### src/rtl/backend_types.sv
// Shared backend types. iqueue_t is the instruction-queue entry pushed by the fetch stage.
package backend_types;

  typedef struct packed {
    logic [31:0] pc;
    logic [31:0] inst;
  } iqueue_t;

endpackage

### src/rtl/frontend_types.sv
// Front-end types: fetch FSM states, memory read strobes and small PC helpers.
package frontend_types;

  typedef enum logic [1:0] {FETCH, WAIT, HOLD, DISCARD} fetch_state_t;

  localparam logic [3:0] IMEM_RMASK_WORD = 4'hF;
  localparam logic [3:0] IMEM_RMASK_NONE = 4'h0;

  function automatic logic [31:0] word_align(input logic [31:0] a);
    return {a[31:2], 2'b00};
  endfunction

  function automatic logic [31:0] sat_inc(input logic [31:0] v, input logic en);
    return (en && (v != 32'hFFFF_FFFF)) ? v + 32'd1 : v;
  endfunction

endpackage

### src/rtl/fetch_skid.sv
// One-entry holding register for a fetched instruction the queue could not accept.
module fetch_skid
  import backend_types::*;
(
  input  logic    clk,
  input  logic    rst,
  input  logic    i_load,
  input  logic    i_clear,
  input  iqueue_t i_data,
  output iqueue_t o_data,
  output logic    o_valid
);

  iqueue_t r_data;
  logic    r_valid;

  always_ff @(posedge clk or negedge rst) begin
    if (!rst) begin
      r_data  <= '0;
      r_valid <= 1'b0;
    end else if (i_clear) begin
      r_data  <= '0;
      r_valid <= 1'b0;
    end else if (i_load) begin
      r_data  <= i_data;
      r_valid <= 1'b1;
    end
  end

  assign o_data  = r_data;
  assign o_valid = r_valid;

endmodule

### src/rtl/fetch_unit.sv
// Sequential-PC fetch stage feeding the instruction queue, with redirect and back-pressure handling.
// Optional performance counters are built when FETCH_PERF_CNT_EN is defined.
module fetch_unit
  import frontend_types::*;
  import backend_types::*;
#(
  parameter logic [31:0] RESET_VEC = 32'h6000_0000,
  parameter logic [31:0] PC_STRIDE = 32'd4
) (
  input  logic        clk,
  input  logic        rst,
  output logic [31:0] imem_addr,
  output logic [3:0]  imem_rmask,
  input  logic [31:0] imem_rdata,
  input  logic        imem_resp,
  input  logic        redirect_valid,
  input  logic [31:0] redirect_pc,
  input  logic        iq_full,
  output logic        iq_wen,
  output iqueue_t     iq_wdata
`ifdef FETCH_PERF_CNT_EN
  ,
  output logic [31:0] perf_fetched,
  output logic [31:0] perf_stall,
  output logic [31:0] perf_discard
`endif
);

  fetch_state_t r_state;
  logic [31:0]  r_pc;
  logic [31:0]  w_pc_inc;
  logic [31:0]  w_redir_pc;
  logic         w_req;
  logic [31:0]  w_req_addr;
  logic         w_wen;
  iqueue_t      w_wdata;
  logic         w_skid_load;
  logic         w_skid_clear;
  iqueue_t      w_skid_in;
  iqueue_t      w_skid_data;
  logic         w_skid_valid;

  assign w_pc_inc   = r_pc + PC_STRIDE;
  assign w_redir_pc = word_align(redirect_pc);
  assign w_skid_in  = '{pc: r_pc, inst: imem_rdata};

  // Redirect outranks every other event, so it gates all requests and writes.
  always_comb begin
    w_req        = 1'b0;
    w_req_addr   = r_pc;
    w_wen        = 1'b0;
    w_wdata      = '0;
    w_skid_load  = 1'b0;
    w_skid_clear = 1'b0;
    if (rst && !redirect_valid) begin
      case (r_state)
        FETCH: w_req = 1'b1;
        WAIT: begin
          if (imem_resp && !iq_full) begin
            w_wen      = 1'b1;
            w_wdata    = w_skid_in;
            w_req      = 1'b1;
            w_req_addr = w_pc_inc;
          end else if (imem_resp) begin
            w_skid_load = 1'b1;
          end
        end
        HOLD: begin
          if (!iq_full) begin
            w_wen        = w_skid_valid;
            w_wdata      = w_skid_data;
            w_skid_clear = 1'b1;
          end
        end
        default: ;
      endcase
    end else if (redirect_valid && r_state == HOLD) begin
      w_skid_clear = 1'b1;
    end
  end

  assign imem_rmask = w_req ? IMEM_RMASK_WORD : IMEM_RMASK_NONE;
  assign imem_addr  = w_req ? word_align(w_req_addr) : 32'd0;
  assign iq_wen     = w_wen;
  assign iq_wdata   = w_wdata;

  always_ff @(posedge clk or negedge rst) begin
    if (!rst) begin
      r_state <= FETCH;
      r_pc    <= RESET_VEC;
    end else if (redirect_valid) begin
      r_pc <= w_redir_pc;
      case (r_state)
        WAIT, DISCARD: r_state <= imem_resp ? FETCH : DISCARD;
        default:       r_state <= FETCH;
      endcase
    end else begin
      case (r_state)
        FETCH: r_state <= WAIT;
        WAIT: begin
          if (imem_resp && !iq_full) r_pc <= w_pc_inc;
          else if (imem_resp)        r_state <= HOLD;
        end
        HOLD: begin
          if (!iq_full) begin
            r_pc    <= w_pc_inc;
            r_state <= FETCH;
          end
        end
        DISCARD: if (imem_resp) r_state <= FETCH;
        default: r_state <= FETCH;
      endcase
    end
  end

  fetch_skid u_skid (
    .clk     (clk),
    .rst     (rst),
    .i_load  (w_skid_load),
    .i_clear (w_skid_clear),
    .i_data  (w_skid_in),
    .o_data  (w_skid_data),
    .o_valid (w_skid_valid)
  );

`ifdef FETCH_PERF_CNT_EN
  logic [31:0] r_perf_fetched;
  logic [31:0] r_perf_stall;
  logic [31:0] r_perf_discard;
  logic        w_drop;

  // A response is lost if it lands during DISCARD or together with a redirect in WAIT.
  assign w_drop = imem_resp && ((r_state == DISCARD) || (r_state == WAIT && redirect_valid));

  always_ff @(posedge clk or negedge rst) begin
    if (!rst) begin
      r_perf_fetched <= '0;
      r_perf_stall   <= '0;
      r_perf_discard <= '0;
    end else begin
      r_perf_fetched <= sat_inc(r_perf_fetched, w_wen);
      r_perf_stall   <= sat_inc(r_perf_stall, r_state == HOLD);
      r_perf_discard <= sat_inc(r_perf_discard, w_drop);
    end
  end

  assign perf_fetched = r_perf_fetched;
  assign perf_stall   = r_perf_stall;
  assign perf_discard = r_perf_discard;
`endif

endmodule
### config.mk
export PLATFORM = sky130hd
export DESIGN_NAME = fetch_unit
export DESIGN_NICKNAME = d
export VERILOG_FILES = /design/src/rtl/backend_types.sv /design/src/rtl/frontend_types.sv /design/src/rtl/fetch_skid.sv /design/src/rtl/fetch_unit.sv
export SDC_FILE = /design/constraint.sdc
export NUM_CORES = 1
export LEC_CHECK = 0
export CAP_MARGIN = 10
export CORE_ASPECT_RATIO = 0.6
export CORE_MARGIN = 4
export CORE_UTILIZATION = 52
export CTS_CLUSTER_DIAMETER = 40
export DETAILED_ROUTE_END_ITERATION = 6
export GPL_TIMING_DRIVEN = 0
export MAX_ROUTING_LAYER = met4
export PLACE_DENSITY_LB_ADDON = 0.1
export SYNTH_ARGS = -nofsm -noshare
export SYNTH_HDL_FRONTEND = slang
export SYNTH_SLANG_ARGS = --single-unit
### constraint.sdc
create_clock -name clk -period 4.7 [get_ports clk]
set_clock_uncertainty 0.2 [all_clocks]
set_input_delay 0.705 -clock clk [delete_from_list [all_inputs] [get_ports clk]]
set_output_delay 0.705 -clock clk [all_outputs]
set_load 0.1 [all_outputs]
==> results of run 1 <==
==> registers in the layout, indices dropped and copies added, names as in the netlist <==
register / flops
u_skid.o_data: 63
u_skid.o_valid: 1
r_state: 2
r_pc: 30
==> placed cells by master, fill, tap and decap left out, drive strengths merged, types with 26 or more instances in the layout <==
master	instances
a22o	62
nor2	109
xor2	39
clkdlybuf4s50	67
a22oi	63
buf	30
nand2	63
dfrtp	94
nand3	26
clkbuf	140
o21ai	31
==> per-layer routing <==
layer,global-route usage (%),share of wire (%)
met1,44.5,46
met2,44.3,44
met3,5.42,8.8
met4,6.48,1.1
met5,-,0
==> power by group through the flow <==
stage	registers [mW]	logic (mW)	clock network, mW
finish	1.20	1.36	0.749
floorplan	1.16	1.00	0
detailed placement	1.20	1.38	0
global placement	1.19	1.34	0
CTS	1.20	1.35	0.755
global route	1.22	1.45	0.787
==> critical path: stages <==
cell	delay [ps]
clkdlybuf4s50_1	470
clkbuf_1	250
nor2b_1	220
clkbuf_1	480
buf_1	490
nand2_1	130
nor2_1	190
buf_4	140
clkdlybuf4s15_2	540
==> cell usage after synthesis, types with 3 or more instances <==
cell	number
nor2_1	109
dfrtp_1	94
a22oi_1	63
nand2_1	63
a22o_1	61
clkbuf_1	43
xor2_1	39
o21ai_0	31
nand3_1	25
nand4_1	19
a21oi_1	11
buf_2	11
xnor2_1	11
buf_4	10
nor3_1	10
ha_1	7
inv_1	7
buf_1	5
mux2i_1	5
nor4_1	5
clkbuf_8	4
nand4b_1	4
nor2b_1	4
or3_1	4
and2_1	3
==> logic make-up (layout without fill, tap and decap cells) <==
group           count (synthesis)  after routing
buf+inv                        83            265
flops                          96             96
xor+xnor                       50             50
other cells                     1              2
fa+ha+maj                       7              7
simple gates                  261            261
mux                             6              6
compound gates                174            174
==> layout make-up <==
cell class                      count  share of cell area (%)
Sequential cell                    96                    31.3
Inverter                            7                   0.342
Timing Repair Buffer              166                    16.5
Clock buffer                       10                    3.11
Tap cell                          139                    2.26
Clock inverter                      6                   0.813
Multi-Input combinational cell    500                    40.6
Buffer                             76                    5.11
==> how the worst max path moves through the flow <==
| stage | endpoint | slack (ps) | cells past startpoint |
|---|---|---|---|
| 2_1_floorplan | iq_wdata[33] | 330 | 9 |
| 3_3_place_gp | imem_addr[23] | -4140 | 7 |
| 3_5_place_dp | imem_addr[23] | -450 | 7 |
| 4_1_cts | iq_wdata[43] | 9 | 8 |
| 5_1_grt | iq_wdata[2] | 2 | 6 |
| 6_report | iq_wdata[33] | 180 | 9 |
==> repair_timing <==
item / CTS / global route
gates resized for setup: 109 / 173
gates cloned: 0 / 0
hold endpoints to repair: 0 / 0
endpoints found under the setup margin: 97 / 91
==> through the flow <==
step                      setup WS [ps]  util, %
final                               179     70.9
after global routing               2.18     70.9
after CTS                          9.41     73.6
after detailed placement           -448     71.8
after global placement            -4140     71.6
after floorplan                     330        -
==> impl_metrics.env, run 1 <==
export IMPL_status="finished clean"
export IMPL_sequentialPowerShare_pct=36.4
export IMPL_fin_crit_ps=4520
export IMPL_n_fill_cell=867
export IMPL_synth_adder_area_share_pct=1.48
export IMPL_synth_mux_area_share_pct=1.03
export IMPL_synth_distinct_cells=49
export IMPL_dieWidth_um=146
export IMPL_max_slew_margin_pct=34.4
export IMPL_dp_cells=984
export IMPL_initialDrtViolationCount=693
export IMPL_synth_compound_area_share_pct=21.7
export IMPL_cts_htree_levels=3
export IMPL_post_cts_setup_buffers=0
export IMPL_worstMarginPinSlew_ps=987
export IMPL_finalNonFillerCells=1000
export IMPL_final_area_sq_mm=0.00769
export IMPL_rsz0062_at_grt="no"
export IMPL_n_antenna_cell=0
export IMPL_start_kind="input pin"
export IMPL_first_pass_iters=6
export IMPL_synth_top_flop_cell="dfrtp_1"
export IMPL_netlist_area_sq_mm=0.00593
export IMPL_grt_pass1_vias=5895
export IMPL_cts_sinks=96
export IMPL_synth_seq_area_share_pct=40.5
export IMPL_worstSetupStartpoint="iq_full"
export IMPL_dpl_instance_area_sq_mm=0.00779
export IMPL_seqCellArea_sq_mm=0.00240
export IMPL_ant_nets=0
export IMPL_postCtsHoldBufs=0
export IMPL_postSynthCellCount=678
export IMPL_wl_per_cell_um=19.6
export IMPL_switching_share_pct=43.9
export IMPL_setup_tns_ps=0
export IMPL_path_class="in2out"
export IMPL_synth_edff_count=0
export IMPL_max_freq_mhz=221
export IMPL_crit_fanout=10
export IMPL_path_clk_slew_ps=70
export IMPL_core_area_sq_mm=0.0108
export IMPL_yosys_warnings=0
export IMPL_r2r_start="r_state[1]$_DFFE_PN0P_"
export IMPL_clkPwrFrac_pct=22.6
export IMPL_worstPathRequired_ps=3800
export IMPL_die_h_um=90.8
export IMPL_insertion_delay_ps=350
export IMPL_post_route_period_util_pct=96.2
export IMPL_cts_made_buffers=9
export IMPL_die_area_sq_mm=0.0132
export IMPL_finalPower_mw=3.31
export IMPL_whs_ps=178
export IMPL_cts_buffer_depth=2
export IMPL_slew_violations=0
export IMPL_p_int_mw=1.86
export IMPL_cap_violations=0
export IMPL_ys_ff_latch=96
export IMPL_syn_avg_cell_area_sq_um=8.75
export IMPL_r2r_end="u_skid.o_data[52]$_DFFE_PN0P_"
export IMPL_synth_area_leaders="dfrtp_1, a22o_1, a22oi_1, nor2_1, xor2_1"
export IMPL_track_usage_pct=30.4
export IMPL_synth_top_cell_area_share_pct=39.6
export IMPL_combPwrFrac_pct=41.0
export IMPL_synthArstFlopShare_pct=100
export IMPL_start_util_pct=54.7
export IMPL_cp_arrival_ps=3620
export IMPL_vias_per_cell=6.12
export IMPL_switchingPower_mw=1.45
export IMPL_finalSetupViolCount=0
export IMPL_min_path_type="in2async"
export IMPL_antenna_found_initial=0
export IMPL_p_leak_nw=3.24
export IMPL_tritoncts="built"
export IMPL_layout_drive_gt1_share_pct=17.1
export IMPL_endpoint_kind="output pin"
export IMPL_num_vias=6117
export IMPL_synth_xor_area_share_pct=7.38
export IMPL_synth_top_family_by_area="compound AO/OA/AOI/OAI gates"
export IMPL_reg2reg_slack_ps=1480
export IMPL_hpwl_mm=14.0
export IMPL_gr_total_overflow=0
export IMPL_drc=0
export IMPL_synth_simple_area_share_pct=20.8
export IMPL_reg2reg_depth=8
export IMPL_grt_pass1_wl_mm=31.9
export IMPL_drt_total_wl_mm=19.6
export IMPL_multiInputGateArea_sq_mm=0.00312
export IMPL_syn_to_final_growth_pct=29.6
export IMPL_grt_max_degree=51
export IMPL_root_buffer="clkbuf_16"
export IMPL_gp_congestion=0.935
export IMPL_power_density_mw_per_mm2=430
export IMPL_hold_violations=0
export IMPL_num_io_pins=170
export IMPL_synth_top_area_cell="dfrtp_1"
export IMPL_fp_row_count=29
export IMPL_nNetsFinal=932
export IMPL_port_buffers=165
export IMPL_ir_worst_vdd_uv=222
Power figures use the tool's default switching activity.
==> inputs of run 2 (changes only) <==
Settings changed: CORE_MARGIN 4 to 1.5, MAX_ROUTING_LAYER met4 to unset.
==> impl_metrics.env, run 2 (synthesis gave the netlist of run 1 again) <==
export IMPL_status="finished clean"
export IMPL_cts_sinks=96
export IMPL_tritoncts="built"
export IMPL_track_usage_pct=31.8
export IMPL_reg2reg_depth=8
export IMPL_gr_total_overflow=0
export IMPL_mostFrequentLayoutCells="nor2_1, dfrtp_1, clkbuf_2"
export IMPL_cp_arrival_ps=3640
export IMPL_initialDrtViolationCount=737
export IMPL_grt_pass1_wl_mm=30.1
export IMPL_fp_row_count=29
export IMPL_grt_util_met3_pct=6.48
export IMPL_cts_made_buffers=9
export IMPL_seqCellArea_sq_mm=0.00240
export IMPL_port_buffers=165
export IMPL_first_pass_iters=5
export IMPL_cts_buffer_depth=2
export IMPL_gr_usage_met1_pct=47.9
export IMPL_path_clk_slew_ps=60
export IMPL_worstMarginPinSlew_ps=972
export IMPL_r2r_start="r_state[1]$_DFFE_PN0P_"
export IMPL_drt_total_wl_mm=18.9
export IMPL_n_fill_cell=828
export IMPL_p_leak_nw=3.29
export IMPL_post_cts_setup_buffers=0
export IMPL_reg2reg_slack_ps=1380
export IMPL_crit_fanout=10
export IMPL_insertion_delay_ps=350
export IMPL_gp_congestion=0.915
export IMPL_final_util_pct=71.6
export IMPL_layout_drive_gt1_share_pct=17.4
export IMPL_finalSetupViolCount=0
export IMPL_drc=0
export IMPL_dpl_instance_area_sq_mm=0.00779
export IMPL_cts_repair_resized=129
export IMPL_start_kind="input pin"
export IMPL_max_freq_mhz=220
export IMPL_hpwl_mm=13.8
export IMPL_path_class="in2out"
export IMPL_final_area_sq_mm=0.00777
export IMPL_worstSetupEndpoint="imem_addr[18]"
export IMPL_setup_tns_ps=0
export IMPL_slew_violations=0
export IMPL_whs_ps=74.3
export IMPL_grt_max_degree=58
export IMPL_grt_pass1_vias=5809
export IMPL_nNetsFinal=932
export IMPL_num_io_pins=170
export IMPL_max_slew_margin_pct=35.1
export IMPL_grt_busiest_layer="met1"
export IMPL_die_h_um=85.8
export IMPL_grt_util_met2_pct=46.6
export IMPL_num_vias=6162
export IMPL_syn_to_final_growth_pct=30.9
export IMPL_dieWidth_um=141
export IMPL_vias_per_cell=6.16
export IMPL_multiInputGateArea_sq_mm=0.00313
export IMPL_cap_violations=0
export IMPL_core_area_sq_mm=0.0108
export IMPL_cts_htree_levels=3
export IMPL_postCtsHoldBufs=0
export IMPL_endpoint_kind="output pin"
export IMPL_root_buffer="clkbuf_16"
export IMPL_power_density_mw_per_mm2=433
export IMPL_start_util_pct=54.7
export IMPL_worstSetupStartpoint="imem_resp"
export IMPL_final_common_cell="nor2_1"
export IMPL_post_route_period_util_pct=96.8
export IMPL_die_area_sq_mm=0.0121
export IMPL_rsz0062_at_grt="no"
export IMPL_ir_worst_vdd_uv=248
export IMPL_wl_per_cell_um=18.9
export IMPL_fin_crit_ps=4550
export IMPL_worstPathRequired_ps=3800
export IMPL_antenna_found_initial=0
export IMPL_min_path_type="in2async"
export IMPL_finalPower_mw=3.37
export IMPL_n_antenna_cell=0
export IMPL_hold_violations=0
export IMPL_ant_nets=0
export IMPL_largest_reg_flops=63
export IMPL_r2r_end="u_skid.o_data[52]$_DFFE_PN0P_"
## run 2: cell count changes in the layout (fill, tap and decap cells not counted), sizes merged
cell,previous run,this run
clkbuf,140,134
clkdlybuf4s15,13,18
clkinv,4,1
bufinv,0,2
clkdlybuf4s50,67,65
dlymetal6s2s,0,2
clkdlybuf4s18,0,1
clkinvlp,0,1
## run 2: critical path: stages
cell and delay (ps):
clkdlybuf4s50_1 570, nor2b_1 390, and2_1 190, buf_2 220, o21ai_0 240, clkbuf_1 320, nor2_1 170, clkdlybuf4s15_1 830
## run 2: how the worst min path moves through the flow
| stage | startpoint | to | cells past startpoint |
|---|---|---|---|
| global route | rst | r_pc[24]$_DFFE_PN0P_ | 1 |
| finish | rst | u_skid.o_data[52]$_DFFE_PN0P_ | 1 |
| detailed placement | u_skid.o_data[54]$_DFFE_PN0P_ | u_skid.o_data[54]$_DFFE_PN0P_ | 1 |
| CTS | rst | r_pc[21]$_DFFE_PN0P_ | 1 |
| floorplan | rst | r_pc[10]$_DFFE_PN0P_ | 0 |
| global placement | u_skid.o_data[33]$_DFFE_PN0P_ | u_skid.o_data[33]$_DFFE_PN0P_ | 1 |
## run 2: stage by stage
| step | setup slack, ps | std cells |
|---|---|---|
| floorplan | 330 | 679 |
| global placement | -4110 | 983 |
| detailed placement | -744 | 984 |
| CTS | -15.5 | 1000 |
| global route | 0.198 | 1000 |
| finish | 151 | 1000 |
## run 2: report_power, final
group | internal, mW | total, mW | switching, mW
Clock | 0.470 | 0.803 | 0.333
Combinational | 0.427 | 1.36 | 0.935
Sequential | 1.05 | 1.20 | 0.152
## run 2: final cells by class
type	count	area share (%)
plain buffers	76	5.07
well taps	139	2.24
inverters	7	0.338
clock inverters	6	1.16
clock buffers	10	2.95
multi-input cells	500	40.3
repair buffers	166	17.0
flip-flops and latches	96	31.0
## run 2: per-layer routing
layer / part of all wire [%] / up-vias / wire length, um
met5: 0 / - / 0
met4: 1.3 / 0 / 242
met3: 9.5 / 29 / 1810
met2: 43 / 377 / 8230
met1: 46 / 2989 / 8660
li1: - / 2767 / -
